$ cat config.mk
export PLATFORM = sky130hd
export DESIGN_NAME = requisita_ebulidor
export DESIGN_NICKNAME = d
export VERILOG_FILES = /design/src/rtl/requisita_ebulidor_pkg.sv /design/src/rtl/contador_m.sv /design/src/rtl/requisita_ebulidor.sv
export SDC_FILE = /design/constraint.sdc
export NUM_CORES = 1
export LEC_CHECK = 0
export BUFFER_PORTS_ARGS = -buffer_cell sky130_fd_sc_hd__buf_2
export CAP_MARGIN = 5
export CORE_ASPECT_RATIO = 0.75
export CORE_MARGIN = 2
export CORE_UTILIZATION = 40
export CTS_CLUSTER_DIAMETER = 80
export CTS_CLUSTER_SIZE = 8
export DETAILED_ROUTE_END_ITERATION = 6
export PLACE_DENSITY = 0.59
export SYNTH_ARGS = -nofsm -noshare
export SYNTH_HDL_FRONTEND = slang
export SYNTH_SLANG_ARGS = --single-unit
$ cat constraint.sdc
create_clock -name clock -period 4.8 [get_ports clock]
set_clock_uncertainty 0.1 [all_clocks]
set_input_delay 0.72 -clock clock [delete_from_list [all_inputs] [get_ports clock]]
set_output_delay 0.72 -clock clock [all_outputs]
set_load 0.005 [all_outputs]
$ cat src/rtl/requisita_ebulidor_pkg.sv
// Shared state encodings for the control-unit FSMs and the debug display decoder.
package requisita_ebulidor_pkg;

  // Width of the state code shown on db_estado
  localparam int W_ESTADO  = 4;
  localparam int N_ESTADOS = 9;

  typedef logic [W_ESTADO-1:0] estado_t;

  localparam estado_t INICIAL = 4'd0;
  localparam estado_t PREPARA = 4'd1;
  localparam estado_t LIGA    = 4'd2;
  localparam estado_t AGUARDA = 4'd3;
  localparam estado_t ESPERA  = 4'd4;
  localparam estado_t FIM     = 4'd5;
  localparam estado_t FALHA   = 4'd6;
  localparam estado_t ERRO    = 4'd7;
  localparam estado_t CANCELA = 4'd8;

  // Busy everywhere except the two resting states
  function automatic logic estado_ocupado(input estado_t e);
    return (e != INICIAL) && (e != ERRO);
  endfunction

endpackage

$ cat src/rtl/contador_m.sv
// Modulo-M counter with synchronous clear; fim flags the last count (M-1).
module contador_m #(
  parameter int M = 50000000,
  parameter int N = 26
) (
  input  logic clock,
  input  logic reset,
  input  logic zera_s,
  input  logic conta,
  output logic fim
);

  logic [N-1:0] contagem_reg;

  // Count while enabled, wrapping after M-1; synchronous clear has priority
  always_ff @(posedge clock or negedge reset) begin
    if (!reset) begin
      contagem_reg <= '0;
    end else if (zera_s) begin
      contagem_reg <= '0;
    end else if (conta) begin
      if (contagem_reg == N'(M - 1)) begin
        contagem_reg <= '0;
      end else begin
        contagem_reg <= contagem_reg + N'(1);
      end
    end
  end

  assign fim = (contagem_reg == N'(M - 1));

endmodule

$ cat src/rtl/requisita_ebulidor.sv
// Initiator side of the boiler handshake: clears and starts the boiler,
// waits for completion or watchdog, retries on timeout, then settles before
// reporting success (pronto) or giving up (erro).
module requisita_ebulidor
  import requisita_ebulidor_pkg::*;
#(
  parameter int N_TENTATIVAS = 3,
  parameter int T_ESPERA     = 50000000,
  parameter int W_ESPERA     = 26
) (
  input  logic                clock,
  input  logic                reset,
  input  logic                iniciar,
  input  logic                cancelar,
  input  logic                fim_ebulidor,
  input  logic                timeout_ebulidor,
  output logic                liga_ebulidor,
  output logic                zera_ebulidor,
  output logic                ocupado,
  output logic                pronto,
  output logic                erro,
  output logic [1:0]          tentativas,
  output logic [W_ESTADO-1:0] db_estado
);

  estado_t        estado_reg;
  estado_t        estado_next;
  logic [1:0]     tentativas_reg;
  logic [1:0]     tentativas_next;
  logic           fim_espera;
  logic [N_ESTADOS-1:0] estado_oh;

  // Settle timer: runs only in ESPERA and sits at zero everywhere else,
  // so every entry into ESPERA starts from a fresh count.
  contador_m #(
    .M (T_ESPERA),
    .N (W_ESPERA)
  ) u_espera (
    .clock  (clock),
    .reset  (reset),
    .zera_s (estado_reg != ESPERA),
    .conta  (estado_reg == ESPERA),
    .fim    (fim_espera)
  );

  // State and attempt counter registers
  always_ff @(posedge clock or negedge reset) begin
    if (!reset) begin
      estado_reg     <= INICIAL;
      tentativas_reg <= 2'd0;
    end else begin
      estado_reg     <= estado_next;
      tentativas_reg <= tentativas_next;
    end
  end

  // Next-state logic; cancelar preempts every busy state that can still act
  always_comb begin
    estado_next     = estado_reg;
    tentativas_next = tentativas_reg;
    case (estado_reg)
      INICIAL, ERRO: begin
        if (iniciar) begin
          estado_next     = PREPARA;
          tentativas_next = 2'd0;
        end
      end
      PREPARA: estado_next = cancelar ? CANCELA : LIGA;
      LIGA:    estado_next = cancelar ? CANCELA : AGUARDA;
      AGUARDA: begin
        if (cancelar) begin
          estado_next = CANCELA;
        end else if (fim_ebulidor) begin
          estado_next = ESPERA;
        end else if (timeout_ebulidor) begin
          estado_next = FALHA;
        end
      end
      ESPERA: begin
        if (cancelar) begin
          estado_next = CANCELA;
        end else if (fim_espera) begin
          estado_next = FIM;
        end
      end
      FIM:     estado_next = INICIAL;
      FALHA: begin
        if (cancelar) begin
          // Abort leaves the failure count as it stood
          estado_next = CANCELA;
        end else begin
          tentativas_next = (tentativas_reg == 2'd3) ? 2'd3 : tentativas_reg + 2'd1;
          if (int'(tentativas_reg) + 1 < N_TENTATIVAS) begin
            estado_next = LIGA;
          end else begin
            estado_next = ERRO;
          end
        end
      end
      CANCELA: estado_next = INICIAL;
      default: estado_next = INICIAL;
    endcase
  end

  // One-hot decode of the registered state feeding the Moore outputs
  for (genvar gi = 0; gi < N_ESTADOS; gi++) begin : g_dec
    assign estado_oh[gi] = (estado_reg == W_ESTADO'(gi));
  end

  assign zera_ebulidor = estado_oh[PREPARA] | estado_oh[FALHA] | estado_oh[CANCELA];
  assign liga_ebulidor = estado_oh[LIGA];
  assign pronto        = estado_oh[FIM];
  assign erro          = estado_oh[ERRO];
  assign ocupado       = estado_ocupado(estado_reg);
  assign tentativas    = tentativas_reg;
  assign db_estado     = estado_reg;

endmodule

# == Word-level counts from Yosys, hierarchy flattened ==
# Index checks and enable logic that the tools add are counted.
# classes
shift,0
n_eq_ne,16
n_div,0
addsub,3
mul,0
n_reduce_logical,8
muxes,18
magnitude_cmp,1
bitwise,2
# ops
op,count
26-bit 2-to-1 mux,3
4-bit 2-to-1 mux,9
26-bit by 1-bit adder with 26-bit output (second input constant),1
26-bit == test (second input constant),1
4-bit one-hot mux with 6 select lines,1
4-bit by 3-bit == test with 1-bit output (second input constant),4
4-bit by 2-bit == test with 1-bit output (second input constant),2
4-bit by 3-bit != test with 1-bit output (second input constant),2
2-bit 2-to-1 mux,3
3-bit AND reduction,2
4-bit by 1-bit == test with 1-bit output (second input constant),1
4-bit == test (second input constant),1
4-bit zero test,1
2-bit != test (second input constant),2
4-bit != test (second input constant),1
2-bit one-hot mux with 2 select lines,1
2-bit nonzero test,2
4-bit nonzero test,1
2-bit by 1-bit adder with 3-bit output (second input constant),1
3-bit by 2-bit < comparator with 1-bit output (second input constant),1
3-bit 2-to-1 mux,1
3-bit != test (second input constant),1
2-bit by 1-bit adder with 2-bit output (second input constant),1
2-bit == test (second input constant),1
3 further kinds,4
# totals
ram_bits,0
latchBits,0
word_cells,51
ff_bits,32
inputBits,6
output_inout_bits,11
memories,0
mem_bits_ro,0

# == Depth between registers and ports, before layout ==
# logic_depth
word_depth,5
ltp_mapped,7
mapped_depth_nobuf,6

# == By module ==
# A second synthesis with hierarchy kept.
# unflattened
cells_unflattened,224
area_unflattened_um2,2132.0
# by_module_without_submodules
module,instances,area_per_inst_um2,cells_each
contador_m,1,1584.0,162
requisita_ebulidor,1,548.0,62

# == Worst setup path before layout ==
# No wires, ideal clock.
# synth_timing
path_kind,reg-to-output
startpoint,reg estado_reg[1] (netlist: db_estado[1])
endpoint,out zera_ebulidor
t_required_ns,3.980
arrival_ns,1.117
n_path_buf,1
setup_slack_ns,2.863
stages_incl_launch_ff,6
cell_sequence,dfrtp_1 > buf_2 > inv_1 > nor2_1 > a22oi_1 > o21ai_0
# synth_between
elab_chain_len,3
elab_cells_between_ends,5
# synth_lines
item,line,text
start: declaration,requisita_ebulidor.sv:26,estado_t estado_reg;
start signal: assignment,requisita_ebulidor.sv:52,estado_reg <= estado_next;
4-bit by 1-bit == test with 1-bit output / 4-bit by 3-bit == test with 1-bit output (equally long branches),requisita_ebulidor.sv:107,assign estado_oh[gi] = (estado_reg == W_ESTADO'(gi));
1-bit OR,requisita_ebulidor.sv:110,assign zera_ebulidor = estado_oh[PREPARA] | estado_oh[FALHA] | estado_oh[CANCELA];
1-bit OR *,requisita_ebulidor.sv:110,
end: declaration,requisita_ebulidor.sv:18,"output logic zera_ebulidor,"
# Every way passes the cells marked *; elsewhere a longest branch is shown, timed or not.

# == Worst setup path after layout ==
# Ends and elaborated chain as after synthesis.

==> impl_metrics.env <==
export IMPL_outcome="finished clean"
export IMPL_utilization_pct=46.9
export IMPL_internal_power_w=0.000527
export IMPL_htreeDepth=2
export IMPL_synth_ff_type="dfrtp_1"
export IMPL_largest_reg_flops=26
export IMPL_fillerInstances=372
export IMPL_numCtsBuffers=5
export IMPL_power_share_clock_pct=32.5
export IMPL_cp_start_kind="flip-flop"
export IMPL_root_buffer="clkbuf_8"
export IMPL_path_delay_family="flip-flops"
export IMPL_yosysSeqAreaShare_pct=47.8
export IMPL_drt_first_iter_violations=82
export IMPL_sw_frac_of_total_pct=32.6
export IMPL_drive_above_1_share_pct=14.1
export IMPL_final_cell_mix="37 x nor2_1, 32 x dfrtp_1, 16 x buf_2"
export IMPL_p_seq_share_pct=44.5
export IMPL_cp_required_ps=3980
export IMPL_core_um2=4030
export IMPL_vias=1325
export IMPL_crit_fanout=13
export IMPL_grt_usage_pct=15.9
export IMPL_ant_nets=0
export IMPL_cts_sinks=32
export IMPL_rows=20
export IMPL_ios=17
export IMPL_cap_violations=0
export IMPL_synth_area_um2=1670
export IMPL_hold_buffers=0
export IMPL_grt_setup_unrepaired="no"
export IMPL_grt_max_degree=33
export IMPL_synth_edff_count=0
export IMPL_wl_per_cell_um=13.4
export IMPL_clk_path_buf_depth=2
export IMPL_ys_ff_latch=32
export IMPL_fin_nets=205
export IMPL_drcViolationCount=0
export IMPL_grt_pass1_vias=1228
export IMPL_max_freq_ghz=0.394
export IMPL_dr_pass1_iters=4
export IMPL_portBuffers=16
export IMPL_finalPower_w=0.000782
export IMPL_tns_ps=0
export IMPL_design_area_um2=1890
export IMPL_power_per_cell_area_nw_per_um2=414
export IMPL_gp_congestion=0.785
export IMPL_layout_commonest_cell="nor2_1"
export IMPL_hold_class="in2async"
export IMPL_grt_pass1_wl_um=5630
export IMPL_worstSetupPathType="reg2out"
export IMPL_min_period_ps=2540
export IMPL_via_per_inst=5.22
export IMPL_postCtsSetupRepairBufs=0
export IMPL_cpPeakStageDelay_ps=590
export IMPL_dieArea_um2=4720
export IMPL_async_reset_ff_share_pct=100
export IMPL_synth_distinct_cells=36
export IMPL_ys_warn_count=0
export IMPL_synth_top_area_share_pct=47.8
export IMPL_area_growth_pct=12.9
export IMPL_synth_nets=188
export IMPL_tritoncts="yes"
export IMPL_path_clk_slew_ps=70
export IMPL_cts_resized=0
export IMPL_yosys_area_top_type="dfrtp_1"
export IMPL_hold_violations=0
export IMPL_fin_crit_sh_pct=52.9
export IMPL_maxSlewViolCount=0
export IMPL_die_h_um=60.0
export IMPL_max_slew_margin_pct=53.8
export IMPL_finalSetupViolCount=0
export IMPL_drt_wl_total_um=3400
export IMPL_worst_pin_slew_ps=694
export IMPL_worstPathArrival_ps=1720
export IMPL_initial_utilization_pct=41.6
export IMPL_worst_hold_slack_ps=373
export IMPL_hpwl_um=2440
export IMPL_crit_buf_inv=2
export IMPL_p_leak_nw=0.770
export IMPL_synthCells=181
export IMPL_postSynthAreaPerCell_um2=9.25
export IMPL_worst_path_max_delay_cell="dfrtp_1"
export IMPL_power_switching_w=0.000255
export IMPL_postPlaceCellArea_um2=1780
export IMPL_synth_area_leaders="dfrtp_1 48%, nor2_1 8.3%, xor2_1 7.8%, xnor2_1 4.7%, nand3_1 3.9%"
export IMPL_end_kind="output pin"
export IMPL_grt_overflow=0
export IMPL_crit_path_cell_trace="inv_1, nor2_1, a22oi_1, o21ai_0, buf_2"
export IMPL_n_antenna_cell=0
export IMPL_clk_latency_ps=290
export IMPL_vdd_drop_max_mv=0.166
export IMPL_fp_dieW_um=78.7
export IMPL_antenna_found_initial=0
export IMPL_comb_power_share_pct=23.1
[cells by family (layout without fill, tap and decap cells)]
kind of cell | count (synthesis) | count (layout) | synth area share (%)
buffers and inverters | 13 | 31 | 3.96
xor gates and xnor gates | 24 | 24 | 12.6
AOI/OAI and AO/OA | 21 | 21 | 8.37
and+or+nand+nor | 90 | 90 | 26.5
adders and majority gates | 1 | 1 | 0.747
DFF | 32 | 32 | 47.8
[worst register-to-register path, stage by stage, from the launching register on]
cell	delay, ps
dfrtp_1	400
ha_1	200
nand3_1	230
nor4_2	320
nand3_1	150
nand3_2	380
nor2_1	110
[cell type report]
cell class                      count  area (µm²)  share of cell area [%]
Multi-Input combinational cell    136         807                    42.7
Sequential cell                    32         801                    42.4
Timing Repair Buffer               16        80.1                    4.24
Clock buffer                        6        72.6                    3.84
Tap cell                           55        68.8                    3.64
Clock inverter                      2        35.0                    1.85
Inverter                            7        26.3                    1.39
[final timing paths]
check	from	endpoint	slack (ps)	cells past startpoint
worst max-delay path	db_estado[1]	zera_ebulidor	2260	5
worst min-delay path	reset	u_espera.contagem_reg[11]	370	1
worst max register to register	u_espera.contagem_reg[0]	u_espera.contagem_reg[19]	2780	6
worst min register to register	u_espera.contagem_reg[0]	u_espera.contagem_reg[0]	400	1
max in group asynchronous	reset	u_espera.contagem_reg[15]	3780	1
min in group clock	u_espera.contagem_reg[0]	u_espera.contagem_reg[0]	400	1
[cell usage after synthesis, types with 2 or more instances]
cell,instances
nor2b_1,3
nor4_1,5
dfrtp_1,32
o21ai_0,3
xnor2_1,9
nand3_1,13
inv_1,7
nand2_1,12
a31oi_1,3
nor3_1,6
buf_6,2
clkbuf_1,2
buf_2,2
xor2_1,15
nand4_1,6
nor2_1,37
a21oi_1,5
[power groups by stage]
stage	clock (W)	combinational, W	sequential, W
after floorplan	0	0.000147	0.000318
after global placement	0	0.000179	0.000348
after detailed placement	0	0.000181	0.000351
after CTS	0.000260	0.000181	0.000346
after global routing	0.000272	0.000200	0.000353
final	0.000254	0.000180	0.000348
[routing by layer]
layer	vias up	routed length (µm)	track usage (%)
met2	23	1560	23.2
met5	-	0	0
met4	0	69	8.27
met1	634	1660	21.6
li1	660	-	-
met3	8	121	4.68
[through the flow]
step / cells / worst slack (ps)
2_1_floorplan: 181 / 2860
3_3_place_gp: 246 / 2620
3_5_place_dp: 246 / 2600
4_1_cts: 254 / 2280
5_1_grt: 254 / 2150
6_report: 254 / 2260
(Power assumes the default switching activity.)
